<file path="src/rtl/lutram_ctrl_pkg.sv">
// Shared constants, state type and the two-requester round-robin helper
// used by the LUTRAM port arbiter.
package lutram_ctrl_pkg;

    localparam int ADDR_W = 6;
    localparam int DEPTH  = 64;
    localparam int NREQ   = 2;

    typedef enum logic [0:0] {
        CLEAR = 1'b0,
        RUN   = 1'b1
    } state_t;

    // One-hot grant for two candidates: a lone candidate always wins; on
    // contention the requester named by ptr wins.
    function automatic logic [NREQ-1:0] rr_grant(input logic [NREQ-1:0] cand,
                                                 input logic            ptr);
        if (&cand) begin
            return ptr ? 2'b10 : 2'b01;
        end
        return cand;
    endfunction

endpackage

</file>
<file path="src/rtl/lutram_bank.sv">
// WIDTH-bit, 64-deep dual-port bank built from one RAM64X1D per data bit.
// Address, write enable and read address are shared; data is per bit.
module lutram_bank
    import lutram_ctrl_pkg::*;
#(
    parameter int    WIDTH = 8,
    parameter string LOC   = ""
) (
    input  logic              clk,
    input  logic              we,
    input  logic [ADDR_W-1:0] addr,
    input  logic [ADDR_W-1:0] rd_addr,
    input  logic [WIDTH-1:0]  din,
    output logic [WIDTH-1:0]  dout
);

    for (genvar b = 0; b < WIDTH; b++) begin : g_bit
        if (LOC != "") begin : g_placed
            (* LOC = LOC *)
            RAM64X1D #(
                .INIT             (64'h0),
                .IS_WCLK_INVERTED (1'b0)
            ) u_ram (
                .DPO   (dout[b]),
                .A0    (addr[0]),    .A1 (addr[1]),    .A2 (addr[2]),
                .A3    (addr[3]),    .A4 (addr[4]),    .A5 (addr[5]),
                .D     (din[b]),
                .DPRA0 (rd_addr[0]), .DPRA1 (rd_addr[1]), .DPRA2 (rd_addr[2]),
                .DPRA3 (rd_addr[3]), .DPRA4 (rd_addr[4]), .DPRA5 (rd_addr[5]),
                .WCLK  (clk),
                .WE    (we)
            );
        end else begin : g_free
            RAM64X1D #(
                .INIT             (64'h0),
                .IS_WCLK_INVERTED (1'b0)
            ) u_ram (
                .DPO   (dout[b]),
                .A0    (addr[0]),    .A1 (addr[1]),    .A2 (addr[2]),
                .A3    (addr[3]),    .A4 (addr[4]),    .A5 (addr[5]),
                .D     (din[b]),
                .DPRA0 (rd_addr[0]), .DPRA1 (rd_addr[1]), .DPRA2 (rd_addr[2]),
                .DPRA3 (rd_addr[3]), .DPRA4 (rd_addr[4]), .DPRA5 (rd_addr[5]),
                .WCLK  (clk),
                .WE    (we)
            );
        end
    end

endmodule

</file>
<file path="src/rtl/ram64x1d.sv">
// Behavioural model of the 64x1 dual-port distributed RAM primitive for
// simulation builds. Write/A port is synchronous, the DPRA/DPO read port is
// asynchronous. The single-port read output is not modelled.
module RAM64X1D #(
    parameter logic [63:0] INIT             = 64'h0,
    parameter logic        IS_WCLK_INVERTED = 1'b0
) (
    output logic DPO,
    input  logic A0,
    input  logic A1,
    input  logic A2,
    input  logic A3,
    input  logic A4,
    input  logic A5,
    input  logic D,
    input  logic DPRA0,
    input  logic DPRA1,
    input  logic DPRA2,
    input  logic DPRA3,
    input  logic DPRA4,
    input  logic DPRA5,
    input  logic WCLK,
    input  logic WE
);

    // NOTE: storage cells have no reset; their power-up content is INIT and
    // the controller's clear sequence is what makes the bank known-zero.
    logic [63:0] mem = INIT;
    logic        wclk_int;

    assign wclk_int = WCLK ^ IS_WCLK_INVERTED;

    // Synchronous write through the A port.
    always_ff @(posedge wclk_int) begin
        if (WE) begin
            mem[{A5, A4, A3, A2, A1, A0}] <= D;
        end
    end

    assign DPO = mem[{DPRA5, DPRA4, DPRA3, DPRA2, DPRA1, DPRA0}];

endmodule

</file>
<file path="src/rtl/lutram_port_arbiter.sv">
// Shares one dual-port LUTRAM bank between two requesters: one write and one
// read granted per cycle, each with its own round-robin pointer, plus a
// zero-fill sequencer that runs after reset and on request.
module lutram_port_arbiter
    import lutram_ctrl_pkg::*;
#(
    parameter int    WIDTH = 8,
    parameter string LOC   = ""
) (
    input  logic                    clk,
    input  logic                    rst_n,
    input  logic [NREQ-1:0]         req_valid,
    input  logic [NREQ-1:0]         req_we,
    input  logic [NREQ*ADDR_W-1:0]  req_addr,
    input  logic [NREQ*WIDTH-1:0]   req_wdata,
    output logic [NREQ-1:0]         req_ready,
    output logic [NREQ-1:0]         rsp_valid,
    output logic [NREQ*WIDTH-1:0]   rsp_data,
    input  logic                    clear,
    output logic                    busy
);

    state_t            state;
    logic [ADDR_W-1:0] clr_addr;
    logic              rr_wr;
    logic              rr_rd;

    logic              take;
    logic [NREQ-1:0]   wr_cand;
    logic [NREQ-1:0]   rd_cand;
    logic [NREQ-1:0]   wr_gnt;
    logic [NREQ-1:0]   rd_gnt;

    logic              bank_we;
    logic [ADDR_W-1:0] bank_addr;
    logic [ADDR_W-1:0] bank_rd_addr;
    logic [WIDTH-1:0]  bank_din;
    logic [WIDTH-1:0]  bank_dout;

    // Grant selection: nothing is granted while clearing or in the cycle a
    // clear is requested.
    always_comb begin
        // NOTE: every combinational output gets a value on every path so no
        // latch is inferred.
        take    = (state == RUN) && !clear;
        wr_cand = req_valid & req_we;
        rd_cand = req_valid & ~req_we;
        wr_gnt  = '0;
        rd_gnt  = '0;
        if (take) begin
            wr_gnt = rr_grant(wr_cand, rr_wr);
            rd_gnt = rr_grant(rd_cand, rr_rd);
        end
    end

    assign req_ready = wr_gnt | rd_gnt;
    assign busy      = (state == CLEAR);

    // Bank port muxing: the clear sequencer owns the write port while busy.
    always_comb begin
        bank_we      = 1'b0;
        bank_addr    = req_addr[ADDR_W-1:0];
        bank_din     = req_wdata[WIDTH-1:0];
        bank_rd_addr = rd_gnt[1] ? req_addr[2*ADDR_W-1:ADDR_W] : req_addr[ADDR_W-1:0];
        if (state == CLEAR) begin
            bank_we   = 1'b1;
            bank_addr = clr_addr;
            bank_din  = '0;
        end else begin
            bank_we = |wr_gnt;
            if (wr_gnt[1]) begin
                bank_addr = req_addr[2*ADDR_W-1:ADDR_W];
                bank_din  = req_wdata[2*WIDTH-1:WIDTH];
            end
        end
    end

    lutram_bank #(
        .WIDTH (WIDTH),
        .LOC   (LOC)
    ) u_bank (
        .clk     (clk),
        .we      (bank_we),
        .addr    (bank_addr),
        .rd_addr (bank_rd_addr),
        .din     (bank_din),
        .dout    (bank_dout)
    );

    // Clear sequencer and round-robin pointers.
    always_ff @(posedge clk or negedge rst_n) begin
        // NOTE: state registers use non-blocking assignments so every flop
        // samples pre-edge values regardless of statement order.
        if (!rst_n) begin
            state    <= CLEAR;
            clr_addr <= '0;
            rr_wr    <= 1'b0;
            rr_rd    <= 1'b0;
        end else begin
            case (state)
                CLEAR: begin
                    clr_addr <= clr_addr + 1'b1;
                    if (clr_addr == ADDR_W'(DEPTH - 1)) begin
                        state <= RUN;
                    end
                end
                default: begin
                    if (clear) begin
                        state    <= CLEAR;
                        clr_addr <= '0;
                    end else begin
                        if (&wr_cand) rr_wr <= ~rr_wr;
                        if (&rd_cand) rr_rd <= ~rr_rd;
                    end
                end
            endcase
        end
    end

    // Read responses: capture the asynchronous DPO into the granted
    // requester's slice; other slices hold their last response.
    always_ff @(posedge clk or negedge rst_n) begin
        if (!rst_n) begin
            rsp_valid <= '0;
            rsp_data  <= '0;
        end else begin
            rsp_valid <= rd_gnt;
            for (int i = 0; i < NREQ; i++) begin
                if (rd_gnt[i]) begin
                    rsp_data[WIDTH*i +: WIDTH] <= bank_dout;
                end
            end
        end
    end

endmodule

</file>
<file path="config.mk">
export PLATFORM = sky130hd
export DESIGN_NAME = lutram_port_arbiter
export DESIGN_NICKNAME = d
export VERILOG_FILES = /design/src/rtl/lutram_ctrl_pkg.sv /design/src/rtl/lutram_bank.sv /design/src/rtl/ram64x1d.sv /design/src/rtl/lutram_port_arbiter.sv
export SDC_FILE = /design/constraint.sdc
export NUM_CORES = 1
export LEC_CHECK = 0
export CAP_MARGIN = 0
export CELL_PAD_IN_SITES_DETAIL_PLACEMENT = 1
export CELL_PAD_IN_SITES_GLOBAL_PLACEMENT = 1
export CORE_MARGIN = 2
export CORE_UTILIZATION = 34
export DETAILED_ROUTE_END_ITERATION = 6
export PLACE_DENSITY_LB_ADDON = 0.1
export SLEW_MARGIN = 20
export SYNTH_ARGS = -nofsm -noshare
export SYNTH_HDL_FRONTEND = slang
export SYNTH_SLANG_ARGS = --single-unit
</file>
<file path="constraint.sdc">
create_clock -name clk -period 3.25 [get_ports clk]
set_input_delay 0.65 -clock clk [delete_from_list [all_inputs] [get_ports clk]]
set_output_delay 0.65 -clock clk [all_outputs]
set_load 0.02 [all_outputs]
</file>
[Word level (Yosys, flattened, before mapping)]
Cells that the tools add are included.
Operators by class
  add/subtract/negate cells: 1
  multiply operators: 0
  div/mod/pow operators: 0
  magnitude comparators: 3
  equal/unequal tests: 2
  shift operators: 0
  multiplexer cells: 49
  bitwise gates (word level): 8
  reductions and logical operators: 8
Operator list (number)
  bitwise mux 64 bit: 8
  binary-select mux 1 bit (select 6 bit): 8
  2-to-1 mux 6 bit: 5
  2-to-1 mux 1 bit: 17
  2-to-1 mux 2 bit: 8
  2-to-1 mux 8 bit: 2
  less-than comparator 6 x 7 -> 1 bit, second input constant: 2
  AND reduction 4 bit: 2
  adder 6 x 1 -> 6 bit, second input constant: 1
  demux 1 bit (select 6 bit): 1
  equality test 6 bit, second input constant: 1
  >= comparator 6 x 1 -> 1 bit, second input constant: 1
  bitwise AND 2 bit: 2
  NOT 1 bit: 4
  AND reduction 2 bit: 2
  logical AND 1 bit: 2
  != test 2 bit, second input constant: 1
  NOT 2 bit: 1
  bitwise OR 2 bit: 1
  OR reduction 2 bit: 1
  zero test 1 bit: 1
Storage, ports and cells
  flip-flop bits (word level): 539
  latch bits: 0
  memory bits (writable): 0
  memory bits (read-only): 0
  input port bits: 35
  output and inout bits: 21
  logic and storage cells: 86
  memories kept: 0

[Longest topological paths before layout]
Gate-level depths: netlist (run 1).
  depth in word-level cells: 13
  depth in mapped cells: 14
  gate-level depth less buffers: 9

[By module]
A second synthesis (run 1) with hierarchy kept.
Unflattened totals
  cell total of the unflattened synthesis: 1805
  area total of the unflattened synthesis: 25413.1 sq um
By module, submodules not included
  RAM64X1D (u_bank.g_bit[0].g_free.u_ram ...): times used 7, cells an instance 206, area an instance 2975.4 sq um, seq. area each 1921.8 sq um
  RAM64X1D (u_bank.g_bit[7].g_free.u_ram): times used 1, cells an instance 206, area an instance 2971.6 sq um, seq. area each 1921.8 sq um
  lutram_port_arbiter: times used 1, cells an instance 157, area an instance 1614.0 sq um, seq. area each 675.6 sq um

[Least setup slack after synthesis (run 1)]
Ideal clock, no wire load.
  path kind: input port to flip-flop
  from: input port clear
  to: register u_bank.g_bit[0].g_free.u_ram.mem[50] (enable)
  library setup time: 0.370 ns
  arrival: 2.822 ns
  data required time: 2.880 ns
  setup slack: 0.058 ns
  stages: 8
  path buffers: 1
  path through: buf_2 > nand2b_1 > nor3_1 > nand2_1 > a31oi_1 > and3_1 > nand2_1 > nor2_1
Between the ends
  word-level cells in the longest chain between the ends: 5
RTL lines
  start, declared: RTL line lutram_port_arbiter.sv:19  | input logic clear,
  zero test 1 bit: RTL line lutram_port_arbiter.sv:45  | take = (state == RUN) && !clear;
  logical AND 1 bit: RTL line lutram_port_arbiter.sv:45
  2-to-1 mux 2 bit: RTL line lutram_port_arbiter.sv:50  | if (take) begin
  OR reduction 2 bit: RTL line lutram_port_arbiter.sv:70  | bank_we = |wr_gnt;
  2-to-1 mux 1 bit: RTL line lutram_port_arbiter.sv:65  | if (state == CLEAR) begin
  end signal, assigned by index: RTL line ram64x1d.sv:36  | mem[{A5, A4, A3, A2, A1, A0}] <= D;
  end, declared: RTL line ram64x1d.sv:28  | logic [63:0] mem = INIT;
No other way between the ends.
A chain may end at the register's enable or synchronous reset.

[Worst setup path in the final report (run 1)]
  from: input port clear
  to: register rsp_data[9]
Between the ends
  word-level cells in the longest chain between the ends: 6
RTL lines
  zero test 1 bit *: RTL line lutram_port_arbiter.sv:45
  logical AND 1 bit *: RTL line lutram_port_arbiter.sv:45
  2-to-1 mux 2 bit *: RTL line lutram_port_arbiter.sv:50
  2-to-1 mux 6 bit: RTL line lutram_port_arbiter.sv:64  | bank_rd_addr = rd_gnt[1] ? req_addr[2*ADDR_W-1:ADDR_W] : req_addr[ADDR_W-1:0];
  binary-select mux 1 bit (select 6 bit): RTL line ram64x1d.sv:40  | assign DPO = mem[{DPRA5, DPRA4, DPRA3, DPRA2, DPRA1, DPRA0}];
  2-to-1 mux 1 bit (not written as such): RTL line ram64x1d.sv:40
  end signal, assigned by index: RTL line lutram_port_arbiter.sv:130  | rsp_data[WIDTH*i +: WIDTH] <= bank_dout;
  end, declared: RTL line lutram_port_arbiter.sv:18  | output logic [NREQ*WIDTH-1:0] rsp_data,
Every way passes the cells marked *; elsewhere a longest branch is shown, timed or not. The select of a mux whose other input is x is not followed.

==> results of run 1 <==
repair_timing:
item                                    4_1_cts  5_1_grt
resized for setup                            12       22
setup buffers                                 0        3
pin swaps                                     0        6
endpoints found under the setup margin      111      113
cloned                                        1        2
hold endpoints to repair                      0        0
per-layer routing:
layer / global-route usage [%] / up-vias / wire length (um)
li1: - / 6910 / -
met1: 31.9 / 8036 / 36500
met2: 33.8 / 410 / 34400
met3: 4.04 / 93 / 4230
met4: 5.90 / 2 / 1690
met5: 0 / - / 9
worst paths after layout:
path,to,slack [ps],cells past startpoint
worst max register to register,rsp_data[1],190,12
worst min register to register,rr_wr,520,1
min in group clk,rr_rd,510,4
max in group asynchronous,rsp_data[1],2500,2
worst max-delay path,rsp_data[9],80,14
worst min-delay path,rr_rd,420,2
synth_stat cells, types with 17 or more instances:
cell | n | share of area [%]
a211oi_1 | 40 | 1.3
mux2i_1 | 88 | 3.8
dfrtp_1 | 27 | 2.9
clkbuf_1 | 66 | 1.1
a222oi_1 | 20 | 0.87
nand2_1 | 202 | 3.3
o21ai_0 | 24 | 0.52
edfxtp_1 | 512 | 67
and3_1 | 49 | 1.3
a31oi_1 | 21 | 0.57
and2_1 | 22 | 0.60
mux4_2 | 24 | 2.4
nor2_1 | 80 | 1.3
a21oi_1 | 34 | 0.74
nor3_1 | 28 | 0.61
o211ai_1 | 20 | 0.66
a21boi_0 | 17 | 0.56
nand3_1 | 53 | 1.2
state kept, by name (all words and copies together), names as in the netlist:
name	count
rr_rd	1
state	1
rsp_data	16
rsp_valid	2
clr_addr	6
rr_wr	1
u_bank.g_bit.g_free.u_ram.mem	512
power groups by stage:
| stage | sequential (W) | combinational [W] | clock, W |
|---|---|---|---|
| after floorplan | 0.00865 | 0.00135 | 0 |
| after global placement | 0.00869 | 0.00311 | 0 |
| after detailed placement | 0.00870 | 0.00316 | 0 |
| after CTS | 0.00857 | 0.00319 | 0.00685 |
| after global routing | 0.00861 | 0.00342 | 0.00707 |
| final | 0.00857 | 0.00319 | 0.00669 |
stage by stage:
| step | total power, W | setup TNS (ps) |
|---|---|---|
| 2_1_floorplan | 0.0100 | 0 |
| 3_3_place_gp | 0.0118 | -236560 |
| 3_5_place_dp | 0.0119 | -237360 |
| 4_1_cts | 0.0186 | 0 |
| 5_1_grt | 0.0191 | 0 |
| 6_report | 0.0185 | 0 |
cells by family (layout without fill, tap and decap cells):
logic type                 after synthesis  in the layout  synth area share, %
adders and majority gates                1              1               0.0546
muxes                                  112            112                 6.20
xor gates and xnor gates                 6              6                0.229
buffers and inverters                  107            464                 2.23
AOI/OAI and AO/OA                      319            319                 10.5
and+or+nand+nor                        503            503                 10.8
DFF                                    539            539                 70.1
worst reg2reg max path, delay by kind of cell (launching register included):
kind | cells | cell delay [ps]
mux | 1 | 290
simple gates | 2 | 510
flops | 1 | 390
compound gates | 5 | 1070
buf+inv | 4 | 640
area by class of cell:
| type | instances | area [um2] |
|---|---|---|
| clock buffers | 67 | 1510 |
| clock inverters | 41 | 402 |
| fillers | 6756 | 38000 |
| inverters | 6 | 22.5 |
| multi-input cells | 941 | 6520 |
| flip-flops and latches | 539 | 16100 |
| well taps | 873 | 1090 |
| repair buffers | 350 | 3290 |
==> results.toml, run 1 <==
[run_status]
status = "complete, no violations"

[critical_path]
startpoint_type = "input pin"
critical_path_peak_fanout = 12
required_ps = 3780
path_buf_inv = 6
cp_data_arrival_time_ps = 3700
setup.worst_path.end_class = "flop"
worstSetupStartpoint = "clear"
cp_slowest_stage_delay_ps = 470
crit_family = "simple AND/OR/NAND/NOR gates"
r2r_start = "rr_rd"
path_class = "input pin to flop"
path_common_cell = "buf_4"
worstPathCellList = "clkdlybuf4s50_1, and4bb_2, buf_4, buf_4, nand3_2, nand2_4, buf_12, buf_4, nand2_1, a32oi_1, and4_1, nor4_1, buf_4, o211ai_1"
critPathSlowestCell = "clkdlybuf4s50_1"

[synthesis]
syn_nets = 1623
ys_ff_latch = 539
ys_warn_count = 0
syn_avg_cell_area_um2 = 14.4
synth_edf_count = 512
async_reset_ff_share_pct = 5.01
synth_cell_types = 67
syn_area_um2 = 22900
ys_dominant_reg_cell = "edfxtp_1"
syn_inst = 1587
synth-seq-area-share_pct = 70.1

[sta]
finalClockSkew_ps = 26.9
hold_viol = 0
setup-violations-final = 0
fin_ws_ps = 80.5
rsz0062_at_grt = "false"
hold_ws_ps = 424
fmax_mhz = 316
fin_crit_sh_pct = 97.5
slew_headroom_pct = 55.6
min_period_ps = 3170
drv_slew = 0
tightestPinTransition_ps = 664

[grt]
grt_overflow = 0
grt_pass1_wl_um = 112000
track_usage_pct = 22.0
grt_max_degree = 65
grt_pass1_vias = 16100
grt_antenna_before_repair = 1

[floorplan]
core_region_area_um2 = 66900
start_util_pct = 34.2
die-height_um = 264
rows = 95
boundaryPins = 56
die_area_um2 = 69500
die_w_um = 264

[power]
power_frac_clock_pct = 36.3
p_int_w = 0.0134
combPwrFrac_pct = 17.3
p_seq_share_pct = 46.5
vdd_ir_drop_max_mv = 0.352
leakagePower_nw = 10.3
p_sw_share_pct = 27.5
p_sw_w = 0.00507
powerDensity_nw_per_um2 = 639

[route]
routed_via_density = 5.48
wl_um = 76900
dr.first_iter.drc_count = 1110
wl_per_cell_um = 27.3
drt-pass1-iter-count = 6
vias = 15500
drtAntennaViolNets = 0
drc = 0

[cts]
clockRootBuffer = "clkbuf_16"
path_clk_slew_ps = 70
postCtsHoldBufs = 0
htreeDepth = 2
clock_sinks = 539
cts.path.max_buffers = 3
clk_latency_ps = 620
cts_tree = "yes"
numCtsBuffers = 58

[place]
place_congestion = 0.823
port_buffers = 55
postPlaceCellArea_um2 = 26700
dp_hpwl_um = 50700
pre_cts_ws_ps = -861
dpl.cell_count = 2703

[final_layout]
fin_util_pct = 43.2
layout_common_cells = "edfxtp_1, buf_4, nand2_1"
final_common_cell = "edfxtp_1"
drive_above_1_share_pct = 23.1
final_cell_count_no_fill = 2817
syn_to_final_growth_pct = 26.1
antenna_cells = 0
final_cell_area_um2 = 28900
fin_nets = 1932

[run]
maxCapViolations = 0

[hold_path]
hold_class = "input pin to async pin"
Power figures use the tool's default switching activity.
==> run 2, diff against run 1 <==
Settings changed: PLACE_DENSITY set to 0.56, PLACE_DENSITY_LB_ADDON 0.1 to unset.
==> results.toml, run 2 (synthesis results as in run 1) <==
[grt]
grt_antenna_before_repair = 1
grt_pass1_vias = 15900
grt_max_degree = 65
grt_pass1_wl_um = 108000
grt_overflow = 0
track_usage_pct = 21.2

[final_layout]
reg_top3 = "u_bank.g_bit.g_free.u_ram.mem x512, rsp_data x16, clr_addr x6"
drive_above_1_share_pct = 23.2
syn_to_final_growth_pct = 26.7
regMostFlops = "u_bank.g_bit.g_free.u_ram.mem"
largest_reg_flops = 512
fin_util_pct = 43.4
fill_cells = 6709
layout_common_cells = "edfxtp_1, buf_4, nand2_1"
antenna_cells = 0
final_common_cell = "edfxtp_1"
final_cell_area_um2 = 29000
fin_nets = 1932

[sta]
drv_slew = 0
setup-violations-final = 0
hold_ws_ps = 435
tightestPinTransition_ps = 664
fmax_mhz = 313
setup_tns_ps = 0
fin_crit_sh_pct = 98.4
hold_viol = 0
min_period_ps = 3200
finalClockSkew_ps = 29.4
slew_headroom_pct = 55.6

[place]
dp_hpwl_um = 49500
postPlaceCellArea_um2 = 26700
place_congestion = 0.826
port_buffers = 55

[critical_path]
path_class = "input pin to flop"
critical_path_peak_fanout = 11
cp_data_arrival_time_ps = 3680
required_ps = 3730
setup.worst_path.end_class = "flop"
startpoint_type = "input pin"

[route]
wl_um = 74400
dr.first_iter.drc_count = 1298
drc = 0
wl_per_cell_um = 26.4
drt-pass1-iter-count = 6
routed_via_density = 5.47
drtAntennaViolNets = 0
vias = 15400

[floorplan]
start_util_pct = 34.2
core_region_area_um2 = 66900
die_area_um2 = 69500
rows = 95
die_w_um = 264
boundaryPins = 56
die-height_um = 264

[cts]
clockRootBuffer = "clkbuf_16"
path_clk_slew_ps = 70
clock_sinks = 539
cts_tree = "yes"
cts.path.max_buffers = 3
htreeDepth = 2
numCtsBuffers = 57
clk_latency_ps = 630

[power]
power_frac_clock_pct = 38.2
p_sw_w = 0.00501
p_int_w = 0.0139
p_seq_share_pct = 45.3
combPwrFrac_pct = 16.5
total_power_w = 0.0189
leakagePower_nw = 10.5
p_sw_share_pct = 26.5
vdd_ir_drop_max_mv = 0.390
powerDensity_nw_per_um2 = 652

[run]
maxCapViolations = 0

[run_status]
status = "complete, no violations"

[hold_path]
hold_class = "input pin to async pin"
run 2: cell types whose count changed in the layout (fill, tap and decap cells not counted), sizes merged:
cell and delta:
buf +3, bufbuf -1, bufinv +5, clkbuf +3, clkinv -9, clkinvlp -3
dlymetal6s2s +1
run 2: cell type report:
type | instances | area (um2) | share of cell area, %
clock buffer | 72 | 1590 | 5.49
clock inverter | 34 | 503 | 1.73
inverter | 6 | 22.5 | 0.0776
multi-input combinational | 941 | 6470 | 22.3
sequential | 539 | 16100 | 55.3
tap | 873 | 1090 | 3.76
timing repair buffer | 351 | 3290 | 11.3
run 2: path summary, 6_finish.rpt:
kind	slack [ps]	from	to	cells after the start
worst max-delay path	50	clear	rsp_data[1]	14
worst min-delay path	440	rst_n	rr_rd	2
worst max register to register	140	rr_rd	rsp_data[1]	10
worst min register to register	500	rsp_data[10]	rsp_data[10]	2
max in group asynchronous	2500	rst_n	rsp_data[7]	2
min in group clk	500	req_valid[0]	rr_rd	4
run 2: repair_timing:
item | 4_1_cts | 5_1_grt
cloned | 0 | 1
setup buffers | 0 | 6
setup endpoints to repair | 17 | 14
pin swaps | 2 | 7
resized for setup | 16 | 16
hold buffers | 0 | 0
run 2: stage by stage:
step | setup WS (ps) | instances
6_report | 51.2 | 2816
5_1_grt | -3.83 | 2816
4_1_cts | 4.42 | 2809
3_5_place_dp | -1030 | 2703
3_3_place_gp | -1010 | 2703
2_1_floorplan | 57.5 | 1587
run 2: power by group through the flow:
stage | clock network [W] | logic (W) | registers, W
finish | 0.00723 | 0.00313 | 0.00856
global route | 0.00760 | 0.00335 | 0.00860
CTS | 0.00737 | 0.00313 | 0.00856
detailed placement | 0 | 0.00310 | 0.00869
global placement | 0 | 0.00305 | 0.00868
floorplan | 0 | 0.00135 | 0.00865
run 2: critical path, stage by stage:
cell and delay [ps]:
clkdlybuf4s50_1 430, buf_4 150, nand4bb_1 200, buf_6 180, buf_12 130, o21ai_4 160
nand2_2 100, buf_12 160, buf_12 130, buf_4 130, mux4_2 290, a221o_1 420
a222oi_1 400, o21ai_1 120
run 2: layer usage:
metal	up-vias	track usage, %	routed length [um]
li1	6921	-	-
met1	8017	29.5	34000
met2	362	34.3	34900
met3	94	3.62	3800
met4	0	5.65	1740
met5	-	0	0
==> run 3, diff against run 2 <==
Settings changed: PLACE_DENSITY 0.56 to 0.58.
Clock period 3.25 ns to 2.7 ns, I/O delays scaled along.
==> results.toml, run 3 (synthesis results as in run 1) <==
[place]
pre_cts_ws_ps = -1250
dp_hpwl_um = 51600
postPlaceCellArea_um2 = 28300
port_buffers = 55
place_congestion = 0.844

[critical_path]
cp_data_arrival_time_ps = 3470
setup.worst_path.end_class = "flop"
worstPathCellList = "or3b_4, and3_4, nor2_8, buf_12, buf_12, buf_12, mux2i_1, a222oi_1, a211o_1, a222oi_1, nand2_1"
r2r_start = "rr_rd"
cp_slowest_stage_delay_ps = 450
reg2regPathDepth = 11
required_ps = 3190
critical_path_peak_fanout = 13
r2r-end = "rsp_data[2]"
critPathSlowestCell = "or3b_4"
r2r_slack_ps = -270
path_common_cell = "buf_12"
startpoint_type = "flop"
crit_family = "simple AND/OR/NAND/NOR gates"
path_class = "flop to flop"
path_buf_inv = 3

[cts]
numCtsBuffers = 56
clk_latency_ps = 620
path_clk_slew_ps = 70
clockRootBuffer = "clkbuf_16"
htreeDepth = 2
clock_sinks = 539
cts.path.max_buffers = 3
cts_tree = "yes"

[run_status]
violations = "negative setup slack"
status = "finished, violations left"

[hold_path]
hold_class = "input pin to async pin"

[final_layout]
fin_nets = 1963
largest_reg_flops = 512
reg_top3 = "u_bank.g_bit.g_free.u_ram.mem x512, rsp_data x16, clr_addr x6"
final_common_cell = "edfxtp_1"
regMostFlops = "u_bank.g_bit.g_free.u_ram.mem"
layout_common_cells = "edfxtp_1, nand2_1, buf_4"
final_cell_area_um2 = 31300
syn_to_final_growth_pct = 36.5
fin_util_pct = 46.7
drive_above_1_share_pct = 31.5
fill_cells = 6572

[run]
maxCapViolations = 0

[power]
powerDensity_nw_per_um2 = 740
vdd_ir_drop_max_mv = 0.471
leakagePower_nw = 11.0
total_power_w = 0.0231

[route]
drtAntennaViolNets = 0
dr.first_iter.drc_count = 1558
drc = 0
wl_um = 80200
wl_per_cell_um = 28.2
routed_via_density = 5.63
drt-pass1-iter-count = 6
vias = 16000

[sta]
min_period_ps = 2970
finalClockSkew_ps = 19.1
hold_viol = 0
slew_headroom_pct = 49.8
fmax_mhz = 336
drv_slew = 0
rsz0062_at_grt = "true"
tightestPinTransition_ps = 750
hold_ws_ps = 329
fin_crit_sh_pct = 110
fin_ws_ps = -275
setup-violations-final = 16

[floorplan]
core_region_area_um2 = 66900
die_w_um = 264
die-height_um = 264
start_util_pct = 34.2
die_area_um2 = 69500
boundaryPins = 56
rows = 95

[grt]
grt_pass1_vias = 16400
track_usage_pct = 22.5
grt_max_degree = 65
grt_antenna_before_repair = 4
grt_pass1_wl_um = 115000
grt_overflow = 0
## run 3: changes by cell type in the layout (fill, tap and decap cells not counted), moves of 7 or more
cell,previous run,this run
mux2i_2,0,9
and4_1,12,5
nand2_1,191,183
clkbuf_8,11,0
nor2_1,80,11
nor2_4,0,51
buf_12,36,126
mux2i_1,88,78
buf_6,7,17
nor2_2,0,18
bufinv_16,12,2
buf_4,250,171
## run 3: report_power, final
group | switching, W | internal [W] | total, W
sequential | 0.000393 | 0.00995 | 0.0103
clock | 0.00331 | 0.00405 | 0.00736
combinational | 0.00307 | 0.00235 | 0.00542
total | 0.00678 | 0.0163 | 0.0231
## run 3: metrics by stage
step                      std cells  setup TNS, ps
final                          2846          -3230
after global routing           2845          -5180
after CTS                      2826          -3460
after detailed placement       2700        -484500
after global placement         2700        -448510
after floorplan                1587         -46650
## run 3: worst max path at each step
stage          slack (ps)       from      endpoint  cells past startpoint
5_1_grt              -350      rr_rd   rsp_data[6]                     10
3_3_place_gp        -1200      clear  rsp_data[14]                     10
6_report             -270      rr_rd   rsp_data[2]                     11
3_5_place_dp        -1250      clear  rsp_data[14]                     10
4_1_cts              -260      rr_rd   rsp_data[2]                     11
2_1_floorplan        -300  req_we[0]   rsp_data[3]                     11
## run 3: layout make-up
cell class | count | area, um2 | share of cell area [%]
Clock buffer | 65 | 1460 | 4.66
Multi-Input combinational cell | 941 | 7460 | 23.9
Sequential cell | 539 | 16100 | 51.3
Inverter | 6 | 22.5 | 0.0720
Clock inverter | 37 | 250 | 0.800
Antenna cell | 2 | 5.00 | 0.0160
Tap cell | 873 | 1090 | 3.49
Timing Repair Buffer | 383 | 4930 | 15.8
## run 3: repair_timing
item / 4_1_cts / 5_1_grt
gates resized for setup: 71 / 94
gates cloned: 7 / 7
pin swaps: 17 / 41
hold endpoints to repair: 0 / 0
hold buffers: 0 / 0
buffers inserted: 18 / 15
endpoints found under the setup margin: 531 / 491
## run 3: metal layers
| layer | vias to the layer above | track usage (%) | routed length [um] | share of wire, % |
|---|---|---|---|---|
| li1 | 6980 | - | - | - |
| met1 | 8431 | 32.1 | 35800 | 45 |
| met2 | 489 | 35.6 | 37400 | 47 |
| met3 | 107 | 3.83 | 5030 | 6.3 |
| met4 | 4 | 5.87 | 1870 | 2.3 |
| met5 | - | 0 | 27 | 0.034 |
